`src/rtl/fetch_debug_ctrl.sv`:
```
// Host-command sequencer feeding the fetch stage: program load, run/step, halt.
// Optional cycle counter enabled by defining FETCH_DEBUG_CYCLE_COUNT_EN.
module fetch_debug_ctrl #(
   parameter int                 NB_BITS    = 32,
   parameter int                 RAM_DEPTH  = 10,
   parameter logic [NB_BITS-1:0] HALT_INSTR = 32'hFFFF_FFFF
) (
   input  logic                 i_clk,
   input  logic                 i_rst,
   input  logic [7:0]           i_rx_data,
   input  logic                 i_rx_valid,
   input  logic [NB_BITS-1:0]   i_instr,
   output logic                 o_debug,
   output logic                 o_step,
   output logic                 o_wren_debug,
   output logic [NB_BITS-1:0]   o_data_debug,
   output logic [RAM_DEPTH-1:0] o_addr_debug,
   output logic                 o_pipe_rst,
   output logic [2:0]           o_state,
   output logic                 o_halted,
   output logic                 o_load_ovf,
   output logic [31:0]          o_cycles
);

   typedef enum logic [2:0] {
      IDLE   = 3'd0,
      LOAD   = 3'd1,
      RUN    = 3'd2,
      STEP   = 3'd3,
      HALTED = 3'd4
   } state_t;

   localparam logic [7:0] CMD_L = 8'h4C;
   localparam logic [7:0] CMD_R = 8'h52;
   localparam logic [7:0] CMD_S = 8'h53;
   localparam logic [7:0] CMD_N = 8'h4E;
   localparam logic [7:0] CMD_Q = 8'h51;
   localparam logic [7:0] CMD_C = 8'h43;

   state_t             state;
   logic [NB_BITS-9:0] shreg;
   logic [1:0]         byte_cnt;
   logic               halt_hit;
   logic               addr_top;
   logic               rx_n;
   logic               rx_q;
   logic               rx_c;

   assign halt_hit = (i_instr == HALT_INSTR);
   assign addr_top = &o_addr_debug;
   assign rx_n     = i_rx_valid && (i_rx_data == CMD_N);
   assign rx_q     = i_rx_valid && (i_rx_data == CMD_Q);
   assign rx_c     = i_rx_valid && (i_rx_data == CMD_C);

   // A halt seen while running drops fetch back into debug in that same cycle.
   assign o_debug = (state != RUN) || halt_hit;
   assign o_state = state;

   always_ff @(posedge i_clk) begin
      if (i_rst) begin
         state        <= IDLE;
         shreg        <= '0;
         byte_cnt     <= '0;
         o_step       <= 1'b0;
         o_wren_debug <= 1'b0;
         o_data_debug <= '0;
         o_addr_debug <= '0;
         o_pipe_rst   <= 1'b0;
         o_halted     <= 1'b0;
         o_load_ovf   <= 1'b0;
      end else begin
         o_step       <= 1'b0;
         o_wren_debug <= 1'b0;
         o_pipe_rst   <= 1'b0;
         case (state)
            IDLE: begin
               if (i_rx_valid) begin
                  case (i_rx_data)
                     CMD_L: begin
                        state        <= LOAD;
                        o_addr_debug <= '0;
                        byte_cnt     <= '0;
                        o_load_ovf   <= 1'b0;
                     end
                     CMD_R:   state <= RUN;
                     CMD_S:   state <= STEP;
                     default: state <= IDLE;
                  endcase
               end
            end
            LOAD: begin
               if (i_rx_valid) begin
                  shreg    <= {shreg[NB_BITS-17:0], i_rx_data};
                  byte_cnt <= byte_cnt + 2'd1;
                  if (byte_cnt == 2'd3) begin
                     o_wren_debug <= 1'b1;
                     o_data_debug <= {shreg, i_rx_data};
                  end
               end
               // Post-write bookkeeping; the address never wraps past the top.
               if (o_wren_debug) begin
                  if (o_data_debug == HALT_INSTR) begin
                     state <= IDLE;
                     if (!addr_top)
                        o_addr_debug <= o_addr_debug + 1'b1;
                  end else if (addr_top) begin
                     o_load_ovf <= 1'b1;
                     state      <= IDLE;
                  end else begin
                     o_addr_debug <= o_addr_debug + 1'b1;
                  end
               end
            end
            RUN: begin
               if (halt_hit) begin
                  state    <= HALTED;
                  o_halted <= 1'b1;
               end
            end
            STEP: begin
               if (halt_hit) begin
                  state    <= HALTED;
                  o_halted <= 1'b1;
               end else if (rx_n) begin
                  o_step <= 1'b1;
               end else if (rx_q) begin
                  state <= IDLE;
               end
            end
            HALTED: begin
               if (rx_c) begin
                  o_pipe_rst <= 1'b1;
                  o_halted   <= 1'b0;
                  state      <= IDLE;
               end
            end
            default: state <= IDLE;
         endcase
      end
   end

`ifdef FETCH_DEBUG_CYCLE_COUNT_EN
   logic [31:0] cyc;

   always_ff @(posedge i_clk) begin
      if (i_rst)
         cyc <= '0;
      else if (state == HALTED && rx_c)
         cyc <= '0;
      else if (state == RUN && !halt_hit)
         cyc <= cyc + 32'd1;
      else if (state == STEP && !halt_hit && rx_n)
         cyc <= cyc + 32'd1;
   end

   assign o_cycles = cyc;
`else
   assign o_cycles = '0;
`endif

endmodule

```
`config.mk`:
```
export PLATFORM = sky130hd
export DESIGN_NAME = fetch_debug_ctrl
export DESIGN_NICKNAME = d
export VERILOG_FILES = /design/src/rtl/fetch_debug_ctrl.sv
export SDC_FILE = /design/constraint.sdc
export NUM_CORES = 1
export LEC_CHECK = 0
export CORE_MARGIN = 2
export CORE_UTILIZATION = 44
export CTS_CLUSTER_DIAMETER = 80
export DETAILED_ROUTE_END_ITERATION = 6
export HOLD_SLACK_MARGIN = 0.15
export PLACE_DENSITY_LB_ADDON = 0.25
export SETUP_SLACK_MARGIN = 0.5
export SLEW_MARGIN = 20
export SYNTH_ARGS = -nofsm -noshare
export SYNTH_HDL_FRONTEND = slang
export SYNTH_SLANG_ARGS = --single-unit
```
`constraint.sdc`:
```
create_clock -name i_clk -period 2.25 [get_ports i_clk]
set_input_delay 0.45 -clock i_clk [delete_from_list [all_inputs] [get_ports i_clk]]
set_output_delay 0.45 -clock i_clk [all_outputs]
set_load 0.005 [all_outputs]
```
==> results of run 1 <==
critical path, delay by kind of cell:
family / cells / cell delay, ns
AND/OR/NAND/NOR: 3 / 0.59
AO/OA/AOI/OAI: 1 / 0.09
buffers and inverters: 2 / 0.19
final timing paths:
| path | start | end | slack (ns) |
|---|---|---|---|
| worst max-delay path | i_instr[5] | o_debug | 0.48 |
| worst min-delay path | shreg[21] | o_data_debug[29] | 0.46 |
| worst max register to register | o_addr_debug[0] | o_addr_debug[8] | 0.53 |
| worst min register to register | shreg[21] | o_data_debug[29] | 0.46 |
final cells by class:
class / instances / area share, %
multi-input combinational: 321 / 36.3
inverter: 4 / 0.321
clock inverter: 4 / 1.02
tap: 99 / 2.65
sequential: 76 / 33.4
timing repair buffer: 131 / 23.0
clock buffer: 12 / 3.32
registers in the layout, indices dropped and copies added (netlist names), 2 cells and up:
register	flops
o_state	3
shreg	24
o_data_debug	32
byte_cnt	2
o_addr_debug	10
power breakdown:
part / leakage (nW) / internal [mW] / switching, mW
combinational: 0.987 / 0.0658 / 0.0754
clock: 0.102 / 0.569 / 0.486
sequential: 0.622 / 1.33 / 0.000355
cells by family after synthesis:
family / synth area share, %
other cells: 0.112
fa+ha+maj: 0.750
flops: 45.6
simple gates: 27.6
xor+xnor: 1.31
mux: 0.300
compound gates: 14.1
buf+inv: 10.2
cells in the final DEF, fill, tap and decap left out, types with 5 or more instances in the layout:
cell,netlist,final
nor2_1,17,17
clkbuf_2,0,26
dfxtp_1,76,62
dfxtp_2,0,5
buf_4,32,36
conb_1,1,32
nand2_1,122,122
buf_2,6,5
dfxtp_4,0,9
a21oi_1,62,61
nand3_1,7,7
clkbuf_8,0,11
clkdlybuf4s50_1,0,53
xor2_1,5,5
nand4_1,21,21
stage by stage:
step	TNS [ns]	cells	total power [mW]
2_1_floorplan	0	454	1.46
3_3_place_gp	-0.468	616	1.53
3_5_place_dp	-0.552	616	1.53
4_1_cts	0	640	2.56
5_1_grt	0	647	2.62
6_report	0	647	2.53
per-layer routing:
metal / GRT usage (%) / wire (µm)
met3: 6.22 / 431
met5: 0 / 0
met2: 37.3 / 4480
met4: 5.43 / 85
met1: 26.7 / 3970
timing repair:
item                                    4_1_cts  5_1_grt
endpoints found under the hold margin         0        0
endpoints found under the setup margin       26       26
resized for setup                            78       84
buffers inserted                              8        7
pin swaps                                    20       24
==> impl_summary.md, run 1 <==
Outcome
The run finished with clean final reports.

Timing
Setup repair after global routing could not meet its margin everywhere. The final number of max-transition violations is 0. The number of setup violations in the final report is 0. Between clock sinks in the finished design, the worst skew comes to 0.00735 ns. The worst relative slew slack is 65.1%. In the finished design, the share of the clock period the worst path needs comes to 78.6%. Setup slack closes at 0.482 ns.

The hold violation total from the final report was 0. The final critical delay including setup and external delays is 1.77 ns. For the pin with the worst max-slew slack, the measured transition is 0.523 ns. Static timing analysis puts the maximum clock frequency at 566 MHz.

The final hold slack is 0.455 ns.

Routing
The sum of routed wire length over all layers is 8.97 mm. The number of vias per cell after detailed routing is 5.04. The final route contains 3,260 vias.

The remaining antenna violation count after routing is 0. The detailed-route wire length per cell is 13.9 µm. The DRC violation count after routing is 0. For this run, the detailed router's first-pass iteration total came to 4.

The first-iteration detailed-routing DRC count is 178.

Clock network
The clock tree from TritonCTS is done. The clock-pin slew on the worst setup and hold paths is 0.07 ns. The cell sitting at the root of the clock tree is a clkbuf_8. The clock net in this run drives a total of 76 sinks. The number of levels in the clock H-tree is 3. After clock tree synthesis, the flow added hold-fix buffers numbering 0. The clock latency on the worst-skew pair is 0.35 ns. The number of buffers on the longest clock path is 2.

The number of buffers inserted during clock tree synthesis is 9.

GRT
Entering global routing, the biggest net connects 52 pins. The leftover overflow at the end of global routing is 0. The total global-route track usage is 21.7%.

The number of global-route vias before repair was 3,027. The initial antenna violation count is 0. The global-route wire length before repair is 14.5 mm.

Die
The chip height is 91.1 µm. The die is 91.1 µm wide. The placeable core region is 0.00729 mm². The number of top-level pins is 126. The initial utilization of the core area, before any placement, comes to 45.7%. The count of standard-cell rows is 31. The area enclosed by the die boundary is 0.00829 mm².

Pwr
The standby leakage power is 1.71 nW. The worst voltage drop across the vdd grid is 0.000380 V. Dividing total power by cell area gives a power density of 541 mW/mm².

Synth
Ranked by total cell area, the synthesized netlist is headed by dfxtp_1, nand2_1, a21oi_1, buf_4, nand4_1. The post-synthesis area per instance is 7.89 µm². The Yosys step of the flow raised 0 warnings. Synthesis produced a netlist whose cell count is 423. The synthesized design contains 0 enable-type register cells.

The post-synthesis sequential element count is 76. The library cell with the largest summed area after synthesis is dfxtp_1. The async set or reset register ratio after synthesis is 0%. After synthesis, the largest area contributor takes up 45.6% of total cell area. The leading cell type by number of instances after synthesis is nand2_1. The number of different library cells used by synthesis comes to 44. The post-synth design cell area is 0.00334 mm². In the synthesized netlist the dominant register cell turns out to be dfxtp_1. After synthesis, flip-flops and latches occupy 45.6% of the total area.

Sorting the synthesized cells by how often they occur yields nand2_1, dfxtp_1, a21oi_1, buf_4, nand4_1.

Critical path
The arrival time reported for the critical path endpoint is 1.32 ns. The number of cell instances on the worst register-to-register path is 6. The critical path goes through clkbuf_2 -> nand4_1 -> nor4_4 -> a21oi_4 -> nand2_1 -> buf_2. The endpoint type of the worst setup path is a primary output. The standard cell with the maximum stage delay on the critical path is nor4_4. STA classifies the critical path startpoint as an input port. The maximum cell stage delay along the critical path is 0.39 ns. The critical path required time is 1.80 ns. Along the worst path, the maximum fanout reaches 2.

The type of the worst setup path is input port to primary output.

Final layout
The summed area of non-filler cells in the final layout is 0.00468 mm². Registers take 0.00156 mm². In the final layout, the multi-input gates occupy 0.00170 mm². Fill cells in the final layout number 646. The post-route netlist has 22.4% of its cells at a drive strength greater than 1. For this run, the post-layout net count is 588. Compared with the post-synthesis result, the final layout area differs by 40.2%.

0 antenna diodes ended up in the layout. The end-of-flow core utilization is 64.2%.

Placed design
The weighted congestion reported at the end of routability-driven placement is 0.861. Timing analysis after detailed placement gives a worst setup slack of -0.363 ns. After detailed placement, the total cell area comes to 0.00436 mm². The quantity of I/O buffers inserted on ports is 93. After legalization and detailed placement, the total HPWL measured 6.27 mm.

Job
The count of max-cap constraint violations is 0.

Hold path
The min-delay analysis places its worst path in the category flip-flop to flip-flop. Counting instances, the worst hold path has a depth of 2.
Note: power is estimated with default switching activity, not from simulation.
==> run 2: changes to the inputs <==
- CORE_UTILIZATION: 44 -> 40
- clock period: 2.25 -> 1.52 ns (I/O delays scaled with it)
==> impl_summary.md, run 2 (synthesized netlist as in run 1, its figures left out) <==
Final layout
The total of fill cells in the finished design is 328 (-49%). The area occupied by multi-input gates is 0.00259 mm² (+53%). Relative to the synthesized area, the layout overhead comes to 114%. More flip-flops sit in one register than any other, and that register is o_data_debug. The flip-flop count of the largest register after layout is 32 (unchanged). The antenna diode instance count is 0 (unchanged). The largest registers in the layout are o_data_debug x32, shreg x24, o_addr_debug x10. The fraction of layout instances using a drive strength above 1 was 72.2% (+50 points). The most frequent standard cell in the layout excluding fill and tap cells is buf_6. The number of nets in the finished design is 708 (+20%). In the layout the commonest cells are buf_6, a21oi_2, buf_4. The footprint of the flip-flops and latches is 0.00160 mm² (+2.2%).

Critical path
For this design, the slowest cell found on the critical path is nor4_4. The arrival time reported for the critical path endpoint came to 2.09 ns (+0.77 ns). The kind of start point of the critical path is an input port.

The signal on the critical path passes through buf_2 -> nand4_1 -> nor4_4 -> a21oi_4 -> buf_6 -> buf_6 -> buf_6 -> buf_6 -> buf_6 -> buf_6 -> buf_6 -> o21ai_4 -> o311ai_2. The critical path required time is 1.74 ns (-0.06 ns). The number of buffer and inverter instances along the worst setup path came to 8 (+6). The maximum cell stage delay along the critical path is 0.39 ns (about the same). The cell with the most instances on the worst path is buf_6. The endpoint type of the worst setup path is a flip-flop.

The type of the worst setup path is input port to flip-flop. The critical-path maximum fanout came to 2 (unchanged). Grouping stages by cell kind, the critical path spends the most delay in buffers and inverters.

Job
The count of max-cap constraint violations is 0 (unchanged).

Timing
Setup repair after global routing could not meet its margin everywhere. In the finished design, the share of the clock period the worst path needs comes to 123%. The transition time at the pin with the least slew margin is 0.877 ns (+0.354 ns). The routed design could run at a clock period as short as 1.87 ns. Based on the critical path, the design can be clocked at up to 535 MHz. The hold violation total from the final report is 0 (unchanged). The worst setup margin came to -0.349 ns (-0.832 ns).

The worst-case clock skew is 0.0122 ns (+0.00489 ns). The final number of max-transition violations is 0 (unchanged). The worst relative slew slack came to 41.5% (-24 points).

The number of setup violations in the final report is 76 (+76).

Die
The horizontal die dimension came to 95.3 µm (+4.7%). The initial cell density of the core was 41.0% (-4.7 points). The placeable core region is 0.00813 mm² (+12%). The chip height is 95.3 µm (+4.7%). The number of top-level pins is 126 (unchanged). The area enclosed by the die boundary is 0.00909 mm² (+9.6%). The count of standard-cell rows is 33 (+6.5%).

Placed design
The worst slack at placement was -0.727 ns (-0.364 ns). The quantity of I/O buffers inserted on ports came to 93 (unchanged). The weighted congestion reported at the end of routability-driven placement is 0.897 (+4.2%). The estimated wirelength of the detail-placed design is 6.89 mm (+9.8%).

Outcome
The checks that failed: setup timing. The run finished, with violations left.

Pwr
The worst voltage drop across the vdd grid came to 0.000469 V (+23%). The standby leakage power is 3.42 nW (+100%). The power after layout is 4.10 mW (+62%). The power density over cell area came to 574 mW/mm² (+6.2%).

Routing
The sum of routed wire length over all layers came to 18.5 mm (+110%). The first-iteration detailed-routing DRC count was 345 (+94%). The remaining antenna violation count after routing is 0 (unchanged). The DRC violation count after routing is 0 (unchanged).

The detailed-route wire length per cell is 24.0 µm (+73%). The routed via count came to 4,574 (+40%). The number of vias per cell after detailed routing is 5.92 (+17%). The count of TritonRoute iterations in the first routing pass is 6 (+2).

Clock network
The number of buffers inserted during clock tree synthesis is 9 (unchanged). The library cell used as clock root buffer is clkbuf_8. The number of buffers inserted by hold repair at cts is 0 (unchanged). The clock tree from TritonCTS is done.

The clock latency on the worst-skew pair is 0.36 ns (about the same). The TritonCTS sink count is 76 (unchanged). The clock-pin slew on the worst setup and hold paths is 0.09 ns (+0.02 ns). The number of buffers on the longest clock path is 2 (unchanged).

The number of levels in the clock H-tree is 3 (unchanged).

GRT
The leftover overflow at the end of global routing is 0 (unchanged). The global-route wire length before repair was 22.8 mm (+58%). The initial antenna violation count is 0 (unchanged). The largest net degree at the start of global routing is 54 (+3.8%).

The number of global-route vias before repair is 4,334 (+43%). The total global-route track usage is 33.4% (+12 points).

Hold path
The type of the tightest min-delay check is input port to flip-flop.
run 2: changes by cell type in the layout (fill, tap and decap cells not counted), moves of 18 or more:
cell | previous run | this run
a21oi_1 | 61 | 4
a21oi_2 | 2 | 58
buf_2 | 5 | 23
buf_6 | 4 | 144
clkbuf_2 | 26 | 6
clkdlybuf4s50_1 | 53 | 0
dfxtp_1 | 62 | 26
dfxtp_2 | 5 | 45
nand2_1 | 122 | 47
nand2_2 | 0 | 26
nand2_4 | 0 | 49
run 2: worst paths after layout:
path	slack, ns	cells past startpoint	end	startpoint
min	0.30	2	o_wren_debug	i_rst
max reg2reg	-0.33	8	o_load_ovf	o_addr_debug[0]
max	-0.35	13	o_state[0]	i_instr[31]
min reg2reg	0.48	2	o_data_debug[24]	shreg[16]
run 2: timing repair:
action	4_1_cts	5_1_grt
cloned	11	0
resized for setup	588	160
pin swaps	65	95
setup endpoints to repair	127	127
setup buffers	49	21
run 2: stage by stage:
step | hold WS, ns | cell area, µm² | cells | setup TNS [ns] | util (%)
after detailed placement | 0.443 | 4870 | 676 | -21.16 | 59.9
after CTS | 0.236 | 6410 | 752 | -3.90 | 78.8
after global routing | 0.300 | 7150 | 773 | -12.50 | 87.9
after floorplan | 0.432 | 3620 | 454 | -0.716 | -
after global placement | 0.444 | 4870 | 676 | -20.18 | 59.9
final | 0.295 | 7150 | 773 | -10.69 | 87.9
run 2: where the power goes:
part / switching (mW) / internal, mW / leakage, nW
Clock: 0.873 / 0.940 / 0.115
Sequential: 0.000762 / 1.98 / 0.639
Combinational: 0.188 / 0.124 / 2.66
Total: 1.06 / 3.04 / 3.42
run 2: per-layer routing:
metal | part of all wire [%] | wire length, µm | global-route usage [%]
met3 | 8.3 | 1540 | 5.22
met5 | 0 | 0 | 0
met4 | 8.4 | 1570 | 20.9
met2 | 48 | 8900 | 57.5
met1 | 35 | 6540 | 38.7
run 2: final cells by class:
| type | instances | share of cell area (%) |
|---|---|---|
| Sequential cell | 76 | 22.3 |
| Inverter | 4 | 0.263 |
| Timing Repair Buffer | 248 | 36.2 |
| Clock inverter | 7 | 1.38 |
| Clock buffer | 9 | 1.73 |
| Multi-Input combinational cell | 324 | 36.3 |
| Tap cell | 105 | 1.84 |
==> run 3: changes to the inputs <==
- CORE_MARGIN: 2 -> default
==> impl_summary.md, run 3 (synthesized netlist as in run 1, its figures left out) <==
Timing
The transition time at the pin with the least slew margin is 0.655 ns (-0.222 ns). The upper clock frequency limit is 449 MHz (-16%). The final number of max-transition violations came to 0 (unchanged).

The worst relative slew slack came to 56.1% (+15 points). The final hold slack came to 0.313 ns (+0.0171 ns). The worst setup margin is -0.706 ns (-0.357 ns). The worst-case clock skew is 0.0123 ns (+0.0000253 ns). The ratio of final minimum period to clock period is 146% (+23 points). Setup repair after global routing could not meet its margin everywhere. The number of setup violations in the final report is 73 (-3.9%).

The hold violation total from the final report is 0 (unchanged). The final critical delay including setup and external delays is 2.23 ns (+0.357 ns). The setup TNS is -13.30 ns (-2.62 ns).

Final layout
The area growth from synthesis to layout is 111%. The library cell used most frequently in the layout, excluding fill and tap cells, is buf_6. The flip-flop count of the largest register after layout was 32 (unchanged). Counting flops per register, the top entry is o_data_debug. The number of nets in the finished design is 696 (-1.7%). The library cells used most frequently in the layout, excluding fill and tap cells, are buf_6, nand2_1, a21oi_2. The antenna diode instance count came to 0 (unchanged).

The final cell count without fillers was 758 (-1.9%). The largest registers in the layout are o_data_debug x32, shreg x24, o_addr_debug x10. The fraction of layout instances using a drive strength above 1 came to 70.0% (-2.2 points).

GRT
The leftover overflow at the end of global routing is 0 (unchanged). The largest net degree at the start of global routing is 36 (-33%). The number of global-route vias before repair is 4,161 (-4.0%). The total global-route track usage is 32.9% (-0.56 points).

The global-route wire length before repair is 21.6 mm (-5.4%). The initial antenna violation count is 0 (unchanged).

Placed design
The estimated wirelength of the detail-placed design came to 7.41 mm (+7.6%). The number of placed cells counting well taps came to 671 (-0.74%). The worst slack at placement is -0.743 ns (-0.0157 ns). The weighted congestion reported at the end of routability-driven placement was 0.872 (-2.9%).

The quantity of I/O buffers inserted on ports is 93 (unchanged).

Routing
The routed via count came to 4,648 (+1.6%). The first-iteration detailed-routing DRC count came to 546 (+58%). The sum of routed wire length over all layers came to 19.5 mm (+5.2%). The detailed-route wire length per cell is 25.7 µm (+7.3%). The DRC violation count after routing came to 0 (unchanged). The number of vias per cell after detailed routing was 6.13 (+3.6%). The count of TritonRoute iterations in the first routing pass is 5 (-1). The remaining antenna violation count after routing is 0 (unchanged).

Clock network
The number of buffers inserted during clock tree synthesis is 9 (unchanged). The number of buffers on the longest clock path came to 2 (unchanged). The number of buffers inserted by hold repair at cts is 0 (unchanged). The cell sitting at the root of the clock tree is a clkbuf_8. The clock tree from TritonCTS is done.

The TritonCTS sink count is 76 (unchanged). The clock latency on the worst-skew pair is 0.38 ns (+0.02 ns). The number of levels in the clock H-tree is 3 (unchanged).

The clock-pin slew on the worst setup and hold paths is 0.09 ns (about the same).

Critical path
The type of the worst setup path is flip-flop to flip-flop. The arrival time reported for the critical path endpoint is 2.44 ns (+0.35 ns). The worst setup path is captured at a flip-flop.

The critical path required time came to 1.73 ns (about the same). The critical-path maximum fanout was 2 (unchanged). The kind of start point of the critical path is a flip-flop.

Pwr
The standby leakage power came to 3.31 nW (-3.2%). The sequential power share is 47.9% (-0.3 points). The switching portion of total power is 26.7% (+0.83 points). The power after layout is 4.13 mW (+0.72%). The worst voltage drop across the vdd grid is 0.000785 V (+67%).

The clock network fraction of total power is 44.4% (+0.2 points). The power density over cell area was 589 mW/mm² (+2.5%). The switching power of the nets was 1.10 mW (+4.0%). The power share of the combinational group is 7.6% (about the same). The internal portion of total power is 3.03 mW (-0.41%).

Die
The chip height was 93.3 µm (-2.1%). The horizontal die dimension came to 93.3 µm (-2.1%). The initial cell density of the core is 42.3% (+1.3 points).

The count of standard-cell rows is 32 (-3.0%). The number of top-level pins is 126 (unchanged). The placeable core region is 0.00789 mm² (-3.0%). The area enclosed by the die boundary is 0.00871 mm² (-4.2%).

Hold path
The min-delay analysis places its worst path in the category input port to flip-flop.

Outcome
The checks that failed: setup timing. The flow ran to the end, but the final reports show violations.

Job
The count of max-cap constraint violations came to 0 (unchanged).
==> run 3: changes by cell type in the layout (fill, tap and decap cells not counted), moves of 3 or more <==
cell	before	now
nor2_1	12	9
clkbuf_16	0	3
nand2_1	47	59
nand3_4	3	0
o21ai_1	6	3
dlygate4sd2_1	6	10
nand2_2	26	10
buf_6	144	127
nand2_8	3	6
==> run 3: power by group through the flow <==
stage                     Combinational [mW]  Sequential, mW  Clock (mW)
after floorplan                        0.135            2.03           0
after global placement                 0.240            2.03           0
after global routing                   0.323            1.98        1.93
after detailed placement               0.244            2.03           0
after CTS                              0.240            1.98        1.75
final                                  0.315            1.98        1.84
==> run 3: what timing repair did <==
| item | in CTS | in global routing |
|---|---|---|
| gates cloned | 7 | 4 |
| setup buffers | 41 | 19 |
| pin swaps | 58 | 107 |
| endpoints found under the setup margin | 127 | 127 |
| resized for setup | 507 | 217 |
==> run 3: area by class of cell <==
| type | count | area (µm²) |
|---|---|---|
| Multi-Input combinational cell | 325 | 2630 |
| Timing Repair Buffer | 235 | 2430 |
| Sequential cell | 76 | 1590 |
| Fill cell | 310 | 866 |
| Clock buffer | 11 | 163 |
| Tap cell | 102 | 128 |
| Clock inverter | 5 | 65.1 |
| Inverter | 4 | 15.0 |
==> run 3: path summary, 6_finish.rpt <==
check	startpoint	endpoint	slack [ns]	depth (start not counted)
setup / recovery	o_data_debug[9]	o_state[0]	-0.71	6
hold / removal	i_rx_data[5]	shreg[5]	0.31	4
setup reg to reg	o_data_debug[9]	o_state[0]	-0.71	6
hold reg to reg	o_load_ovf	o_load_ovf	0.49	2
==> run 3: worst max-delay path: stages (launching register included) <==
cell,delay (ns)
dfxtp_2,0.35
nand4_1,0.31
nor4_2,0.31
buf_4,0.20
a21boi_2,0.06
o211ai_1,0.55
o311ai_2,0.28
==> run 3: metal layers <==
layer	track usage, %	vias to the layer above	wire, µm
met2	55.5	418	9020
met3	6.59	156	1950
met4	21.2	0	1670
met5	0	-	0
met1	37.7	2221	6870
li1	-	1853	-
==> run 3: stage by stage <==
stage	utilization (%)	area [µm²]
6_report	89.0	7020
3_5_place_dp	61.7	4860
3_3_place_gp	61.7	4860
2_1_floorplan	-	3620
4_1_cts	76.4	6030
5_1_grt	89.0	7020
